$ cat config.mk
export PLATFORM = sky130hd
export DESIGN_NAME = cal_engine
export DESIGN_NICKNAME = d
export VERILOG_FILES = /design/src/rtl/cal_engine.sv
export SDC_FILE = /design/constraint.sdc
export NUM_CORES = 1
export LEC_CHECK = 0
export CAP_MARGIN = 5
export CORE_MARGIN = 5
export CORE_UTILIZATION = 53
export CTS_CLUSTER_SIZE = 20
export DETAILED_ROUTE_END_ITERATION = 6
export PLACE_DENSITY_LB_ADDON = 0.12
export SYNTH_ARGS = -nofsm -noshare
export SYNTH_HDL_FRONTEND = slang
export SYNTH_SLANG_ARGS = --single-unit
$ cat constraint.sdc
create_clock -name clk -period 10.7 [get_ports clk]
set_clock_uncertainty 0.05 [all_clocks]
set_input_delay 1.07 -clock clk [delete_from_list [all_inputs] [get_ports clk]]
set_output_delay 1.07 -clock clk [all_outputs]
set_load 0.02 [all_outputs]
$ cat src/rtl/cal_engine.sv
// cal_engine: per-channel offset/gain calibration of an N-lane sample set.
// A strobe on sample_valid latches all lanes. The lanes then pass one per
// cycle through a two-stage pipeline:
//   stage 1 registers (in - offset) * gain
//   stage 2 applies >>> SHIFT, clamps the result and writes the lane.
// Ports:
//   clk, rst                 clock and synchronous active-high reset
//   sample_valid, uncal_in   sample-set request and packed signed inputs
//   cal_out, cal_valid       packed calibrated outputs and one-cycle done pulse
//   busy                     a sample set is in flight
//   coef_we/addr/wdata       coefficient writes; addr bit0 selects offset(0)
//                            or gain(1), and the upper bits select the channel
//   clip_flags, overrun      sticky status bits, cleared by clip_clr
module cal_engine #(
  parameter int W        = 16,
  parameter int N        = 4,
  parameter int SHIFT    = 8,
  parameter int CLAMP_HI = 26000,
  parameter int CLAMP_LO = -26000
) (
  input  logic                 clk,
  input  logic                 rst,
  input  logic                 sample_valid,
  input  logic [N*W-1:0]       uncal_in,
  output logic [N*W-1:0]       cal_out,
  output logic                 cal_valid,
  output logic                 busy,
  input  logic                 coef_we,
  input  logic [$clog2(N):0]   coef_addr,
  input  logic [W-1:0]         coef_wdata,
  output logic [N-1:0]         clip_flags,
  input  logic                 clip_clr,
  output logic                 overrun
);
  localparam int CW = $clog2(N);
  localparam int PW = 2*W + 2;
  localparam logic signed [PW-1:0] HI = PW'(CLAMP_HI);
  localparam logic signed [PW-1:0] LO = PW'(CLAMP_LO);

  typedef enum logic {IDLE, CALC} state_t;
  state_t state, state_nxt;

  logic signed [W-1:0]  lat    [N];
  logic signed [W-1:0]  offset [N];
  logic signed [W-1:0]  gain   [N];
  logic [CW:0]          idx;
  logic [CW-1:0]        idx_ch;
  logic                 issue, accept, last_wr;
  logic                 s1_vld;
  logic [CW-1:0]        s1_ch;
  logic signed [PW-1:0] s1_prod;
  logic signed [W:0]    diff;
  logic signed [PW-1:0] prod, res;
  logic                 clip_hi, clip_lo;
  logic signed [W-1:0]  lane_val;
  logic [N-1:0]         clip_set;
  logic [CW-1:0]        wr_ch;
  logic                 wr_ok;

  assign busy   = (state == CALC);
  assign idx_ch = idx[CW-1:0];
  assign wr_ch  = coef_addr[CW:1];
  assign wr_ok  = ({1'b0, wr_ch} < (CW+1)'(N));

  always_ff @(posedge clk) begin
    if (rst) state <= IDLE;
    else     state <= state_nxt;
  end

  always_comb begin
    state_nxt = state;
    issue     = 1'b0;
    accept    = 1'b0;
    last_wr   = s1_vld && (s1_ch == CW'(N-1));
    case (state)
      IDLE: begin
        if (sample_valid) begin
          accept    = 1'b1;
          state_nxt = CALC;
        end
      end
      CALC: begin
        issue = (idx < (CW+1)'(N));
        if (last_wr) state_nxt = IDLE;
      end
      default: state_nxt = IDLE;
    endcase
  end

  // Coefficients are read combinationally here, so a write landing on the
  // same edge as an issue is not yet visible to that channel.
  always_comb begin
    diff     = (W+1)'(lat[idx_ch]) - (W+1)'(offset[idx_ch]);
    prod     = PW'(diff) * PW'(gain[idx_ch]);
    res      = s1_prod >>> SHIFT;
    clip_hi  = (res > HI);
    clip_lo  = (res < LO);
    lane_val = clip_hi ? W'(CLAMP_HI) : (clip_lo ? W'(CLAMP_LO) : res[W-1:0]);
    clip_set = '0;
    if (s1_vld && (clip_hi || clip_lo)) clip_set[s1_ch] = 1'b1;
  end

  always_ff @(posedge clk) begin
    if (rst) begin
      idx        <= '0;
      s1_vld     <= 1'b0;
      s1_ch      <= '0;
      s1_prod    <= '0;
      cal_valid  <= 1'b0;
      cal_out    <= '0;
      clip_flags <= '0;
      overrun    <= 1'b0;
      for (int c = 0; c < N; c++) begin
        lat[c]    <= '0;
        offset[c] <= '0;
        gain[c]   <= W'(1 << SHIFT);
      end
    end else begin
      cal_valid <= last_wr;
      s1_vld    <= issue;
      s1_ch     <= idx_ch;
      s1_prod   <= prod;
      if (accept) begin
        idx <= '0;
        for (int c = 0; c < N; c++) lat[c] <= uncal_in[c*W +: W];
      end else if (issue) begin
        idx <= idx + (CW+1)'(1);
      end
      if (s1_vld) cal_out[s1_ch*W +: W] <= lane_val;
      // A new set event outranks a simultaneous clear.
      clip_flags <= (clip_clr ? '0 : clip_flags) | clip_set;
      overrun    <= (overrun && !clip_clr) || (busy && sample_valid);
      if (coef_we && wr_ok) begin
        if (coef_addr[0]) gain[wr_ch]   <= coef_wdata;
        else              offset[wr_ch] <= coef_wdata;
      end
    end
  end
endmodule

==> results of run 1 <==
## per-layer routing
| layer | vias to the layer above | routed length [microns] | track usage |
|---|---|---|---|
| met3 | 122 | 3550 | 0.0428 |
| met1 | 7917 | 23800 | 0.327 |
| met5 | - | 0 | 0 |
| met4 | 0 | 2200 | 0.0862 |
| li1 | 7217 | - | - |
| met2 | 496 | 28000 | 0.417 |
## through the flow
step	util	setup slack, ps	std cells
after floorplan	-	672	2139
after global placement	0.587	1030	2833
after detailed placement	0.587	845	2833
after CTS	0.609	849	2889
after global routing	0.609	255	2889
final	0.609	869	2889
## final cells by class
| type | count | share of cell area |
|---|---|---|
| tap | 585 | 0.0280 |
| sequential | 296 | 0.301 |
| clock inverter | 14 | 0.00441 |
| timing repair buffer | 188 | 0.0691 |
| multi-input combinational | 1416 | 0.516 |
| clock buffer | 42 | 0.0317 |
| inverter | 348 | 0.0501 |
## sequential cells by signal, summed over array words and instances (netlist names), named ones only
name        count
s1_prod        25
s1_vld          1
offset         64
lat            64
cal_valid       1
busy            1
overrun         1
idx             3
cal_out        64
gain           64
s1_ch           2
clip_flags      4
## how the worst max path moves through the flow
stage / cells past startpoint / slack [ps] / from / end
final: 30 / 870 / flop / s1_prod[30]$_SDFF_PP0_
after global routing: 29 / 260 / flop / s1_prod[32]$_SDFF_PP0_
after CTS: 30 / 850 / flop / s1_prod[30]$_SDFF_PP0_
after detailed placement: 30 / 840 / flop / s1_prod[30]$_SDFF_PP0_
after global placement: 30 / 1030 / flop / s1_prod[30]$_SDFF_PP0_
after floorplan: 34 / 670 / flop / s1_prod[30]$_SDFF_PP0_
## synth_stat cells, drive strengths merged (3+ instances only)
| cell | instances | area, sq um |
|---|---|---|
| xnor2 | 28 | 245 |
| a31oi | 3 | 18.8 |
| o21a | 20 | 150 |
| dfxtp | 104 | 2080 |
| mux2i | 13 | 130 |
| mux4 | 39 | 878 |
| fa | 276 | 5530 |
| xor2 | 17 | 149 |
| nand4 | 6 | 37.5 |
| nor2 | 219 | 822 |
| and2 | 203 | 1270 |
| mux2 | 11 | 124 |
| nor2b | 26 | 163 |
| a32oi | 19 | 166 |
| a211oi | 5 | 42.5 |
| a21o | 18 | 135 |
| buf | 11 | 50.0 |
| nor3 | 35 | 175 |
| nor4 | 7 | 43.8 |
| or2 | 13 | 81.3 |
| o21ai | 36 | 180 |
| nor4b | 6 | 52.6 |
| a21oi | 32 | 160 |
| o31a | 3 | 26.3 |
| clkbuf | 68 | 255 |
| a21boi | 4 | 30.0 |
| or3 | 9 | 66.3 |
| nand2 | 141 | 529 |
| nand3 | 13 | 65.1 |
| nand2b | 29 | 184 |
| a22oi | 46 | 345 |
| edfxtp | 192 | 5770 |
| ha | 105 | 1310 |
| and3 | 9 | 56.3 |
| inv | 348 | 1310 |
## cells by family (layout without fill, tap and decap cells)
family	Yosys count	after routing	share of synthesized area
adder cells (fa/ha/maj)	381	381	0.299
AO/OA/AOI/OAI	207	207	0.0629
multiplexers	63	63	0.0496
buffers and inverters	427	592	0.0706
flip-flops	296	296	0.344
XOR/XNOR	45	45	0.0173
AND/OR/NAND/NOR	720	720	0.157
## worst max-delay path, delay by kind of cell, from the launching register on
family / cells / cell delay [ps]
compound gates: 10 / 2480
fa+ha+maj: 9 / 4140
mux: 1 / 540
flops: 1 / 510
buf+inv: 4 / 680
simple gates: 6 / 1310
==> results.py, run 1 <==
metrics = {
    "outcome": {
        "outcome": "completed",
    },
    "clocking": {
        "cts_tree": "yes",
        "cts_root_buffer": "clkbuf_16",
        "clockBufferDepth": 3,
        "path_clk_slew_ps": 60,
        "insertion_delay_ps": 590,
        "holdBufCountCts": 0,
        "cts_buffers": 31,
        "cts_htree_levels": 1,
        "post_cts_resized": 0,
        "postCtsSetupRepairBufs": 0,
        "cts_num_sinks": 296,
    },
    "synthesis": {
        "synth_warnings": 0,
        "ys_ff_latch": 296,
        "synthCells": 2139,
        "yosysSeqAreaShare": 0.344,
        "synth_nets": 2608,
        "synth_edf_count": 192,
        "async_flop_share": 0,
        "avgSynthCellArea_sq_um": 10.7,
        "synth_area_sq_mm": 0.0228,
        "synth_flop_cell": "edfxtp_1",
        "synth.distinct_cells": 62,
    },
    "grt": {
        "grt_remaining_overflow": 0,
        "grt_pass1_vias": 16900,
        "grt_pass1_wl_microns": 92300,
        "antenna_found_initial": 0,
        "grt_max_degree": 99,
        "grt_usage": 0.247,
    },
    "setup_path": {
        "max_stage_delay_ps": 580,
        "cp_max_fo": 14,
        "start_kind": "flop",
        "timing.rr.end": "s1_prod[30]$_SDFF_PP0_",
        "cpMaxStageDelayCell": "fa_1",
        "criticalPathCategory": "reg2reg",
        "end_kind": "flop",
        "cp_data_required_time_ps": 11120,
        "critPathArrivalTime_ps": 10250,
        "r2r_setup_slack_ps": 870,
        "ff2ff_path_depth": 30,
        "path_common_cell": "fa_1",
    },
    "min_path": {
        "worstHoldPathType": "reg2reg",
        "holdPathEnd": "cal_out[52]$_SDFFE_PP0P_",
        "holdCritStartpoint": "cal_out[52]$_SDFFE_PP0P_",
        "hold-path-cell-count": 2,
    },
    "final_layout": {
        "layout_common_cells": "inv_1 (348), fa_1 (276), nor2_1 (218)",
        "ff_latch_area_sq_mm": 0.00785,
        "areaGrowthSynthToFinish_pct": 14.3,
        "fin_nets": 2750,
        "drive_gt1_frac": 0.0690,
        "final_common_cell": "inv_1",
        "nFillCells": 3574,
        "diodes": 0,
        "fin_area_sq_mm": 0.0261,
        "multiInputGateArea_sq_mm": 0.0135,
    },
    "die": {
        "core_area_sq_mm": 0.0429,
        "die_h_microns": 218,
        "io-pin-count": 159,
        "rows": 76,
        "dieWidth_microns": 218,
        "initial_core_util": 0.533,
        "die-area_sq_mm": 0.0473,
    },
    "place": {
        "hpwl_microns": 45100,
        "gp_congestion": 0.927,
        "place_area_sq_mm": 0.0252,
        "io_buffers": 158,
    },
    "timing": {
        "fin_crit_ps": 9830,
        "final-max-slew-violation-count": 0,
        "setup_viol": 0,
        "hold_violations": 0,
        "worst_slew_pin_slew_ps": 1230,
        "finalCritPeriodShare": 0.919,
        "relSlewSlack": 0.181,
        "fmax_mhz": 102,
        "rsz0062_at_grt": "false",
        "fin_setup_tns_ps": 0,
        "whs_ps": 401,
    },
    "route": {
        "routed_wl_microns": 57500,
        "vias_per_cell": 5.45,
        "wl_per_cell_microns": 19.9,
        "antenna_left": 0,
        "drtIter0Drc": 1149,
        "remaining_drc_errors": 0,
        "first_pass_iters": 5,
        "via_count": 15800,
    },
    "flow_run": {
        "max-cap-violations": 0,
    },
}
Power of run 1 is not shown: default switching activity piles up to over one toggle a cycle in this logic, so the estimate is an artifact.
==> run 2, diff against run 1 <==
- GPL_ROUTABILITY_DRIVEN: default -> 1
- clock period: 10.7 -> 8.1 ns (I/O delays scaled with it)
==> run 2 against run 1 <==
The flow now finishes with violations (setup timing). Setup slack worse by 1300 ps. Final area grew 10%. Clock-buffer cell count rose by 1. Via count increased by 4.4%. Hold slack better by 2.3 ps. Register-to-register slack worse by 1300 ps.
==> results.py, run 2 (synthesis gave the netlist of run 1 again) <==
metrics = {
    "outcome": {
        "outcome": "finished with violations",
        "violations": "setup timing",
    },
    "clocking": {
        "insertion_delay_ps": 550,
        "cts_htree_levels": 2,
        "cts_num_sinks": 296,
        "path_clk_slew_ps": 60,
        "cts_root_buffer": "clkbuf_16",
        "clockBufferDepth": 3,
        "cts_buffers": 34,
        "cts_tree": "yes",
        "holdBufCountCts": 0,
    },
    "final_layout": {
        "layout_common_cells": "inv_1 (337), fa_1 (269), buf_4 (218)",
        "nFillCells": 3301,
        "fin_nets": 2967,
        "post-route-util": 0.669,
        "instances_no_fill": 3102,
        "diodes": 0,
        "final_common_cell": "inv_1",
        "areaGrowthSynthToFinish_pct": 25.7,
        "drive_gt1_frac": 0.192,
    },
    "die": {
        "initial_core_util": 0.533,
        "rows": 76,
        "dieWidth_microns": 218,
        "core_area_sq_mm": 0.0429,
        "io-pin-count": 159,
        "die-area_sq_mm": 0.0473,
        "die_h_microns": 218,
    },
    "timing": {
        "hold_violations": 0,
        "worst_slew_pin_slew_ps": 1120,
        "final-max-slew-violation-count": 0,
        "setup_ws_ps": -448,
        "rsz0062_at_grt": "true",
        "setup_viol": 18,
        "fmax_mhz": 117,
        "relSlewSlack": 0.250,
        "fin_crit_ps": 8550,
        "finalCritPeriodShare": 1.06,
    },
    "grt": {
        "grt_usage": 0.258,
        "grt_max_degree": 93,
        "grt_pass1_vias": 17600,
        "antenna_found_initial": 1,
        "grt_remaining_overflow": 0,
        "grt_pass1_wl_microns": 96100,
    },
    "place": {
        "io_buffers": 158,
        "placed_cells": 3010,
        "gp_congestion": 0.923,
        "hpwl_microns": 47900,
    },
    "setup_path": {
        "start_kind": "flop",
        "cp_data_required_time_ps": 8480,
        "critPathArrivalTime_ps": 8920,
        "max_stage_delay_ps": 530,
        "criticalPathCategory": "reg2reg",
        "cpMaxStageDelayCell": "mux4_2",
        "cp_max_fo": 5,
        "end_kind": "flop",
        "path_common_cell": "fa_1",
    },
    "route": {
        "antenna_left": 0,
        "first_pass_iters": 6,
        "remaining_drc_errors": 0,
        "routed_wl_microns": 60100,
        "via_count": 16400,
        "wl_per_cell_microns": 19.4,
        "vias_per_cell": 5.30,
        "drtIter0Drc": 1370,
    },
    "min_path": {
        "worstHoldPathType": "reg2reg",
    },
    "flow_run": {
        "max-cap-violations": 0,
    },
}
run 2: changes by cell type in the layout (fill, tap and decap cells not counted), moves of 10 or more:
cell and delta:
ha_4 +16, buf_4 +187, nor3_2 +11, inv_1 -11, buf_6 +17, inv_2 +10, nor3_1 -13, ha_1 -16
run 2: critical path: cells and delay by family (launching register included):
family                   cells  cell delay (ps)
adder cells (fa/ha/maj)      9             3510
AND/OR/NAND/NOR              8             2090
multiplexers                 1              530
buffers and inverters        6              450
AO/OA/AOI/OAI                8             1410
flip-flops                   1              400
run 2: final timing paths:
check                                start                  endpoint  slack (ps)  cells after the start
setup / recovery                      flop    s1_prod[30]$_SDFF_PP0_        -450                     32
hold / removal    cal_out[20]$_SDFFE_PP0P_  cal_out[20]$_SDFFE_PP0P_         400                      2
setup reg to reg                      flop    s1_prod[30]$_SDFF_PP0_        -450                     32
hold reg to reg   cal_out[20]$_SDFFE_PP0P_  cal_out[20]$_SDFFE_PP0P_         400                      2
run 2: final cells by class:
class                           count  area, sq um  area share
Clock buffer                       43          926      0.0323
Sequential cell                   296         7850       0.274
Clock inverter                     12          133     0.00462
Tap cell                          585          732      0.0255
Inverter                          348         1310      0.0456
Multi-Input combinational cell   1416        14200       0.493
Timing Repair Buffer              402         3590       0.125
run 2: layer usage:
metal | routed length (microns) | GRT usage
met4 | 1630 | 0.0733
met2 | 30000 | 0.438
met3 | 3900 | 0.0534
met5 | 9 | 0
met1 | 24500 | 0.339
run 2: repair_timing:
action | CTS | global route
cloned | 1 | 0
pin swaps | 67 | 44
resized for setup | 54 | 56
endpoints found under the setup margin | 19 | 20
setup buffers | 26 | 14
run 2: per-stage QoR:
step	setup WS, ps	TNS (ps)	cell area, sq um	hold slack (ps)
after floorplan	-559	-2760	23200	387
after global placement	-426	-3900	26800	397
after detailed placement	-548	-5750	26800	395
after CTS	-410	-3130	28300	403
after global routing	-749	-9360	28700	438
final	-448	-3760	28700	403
Power of run 2 is left out for the same reason.
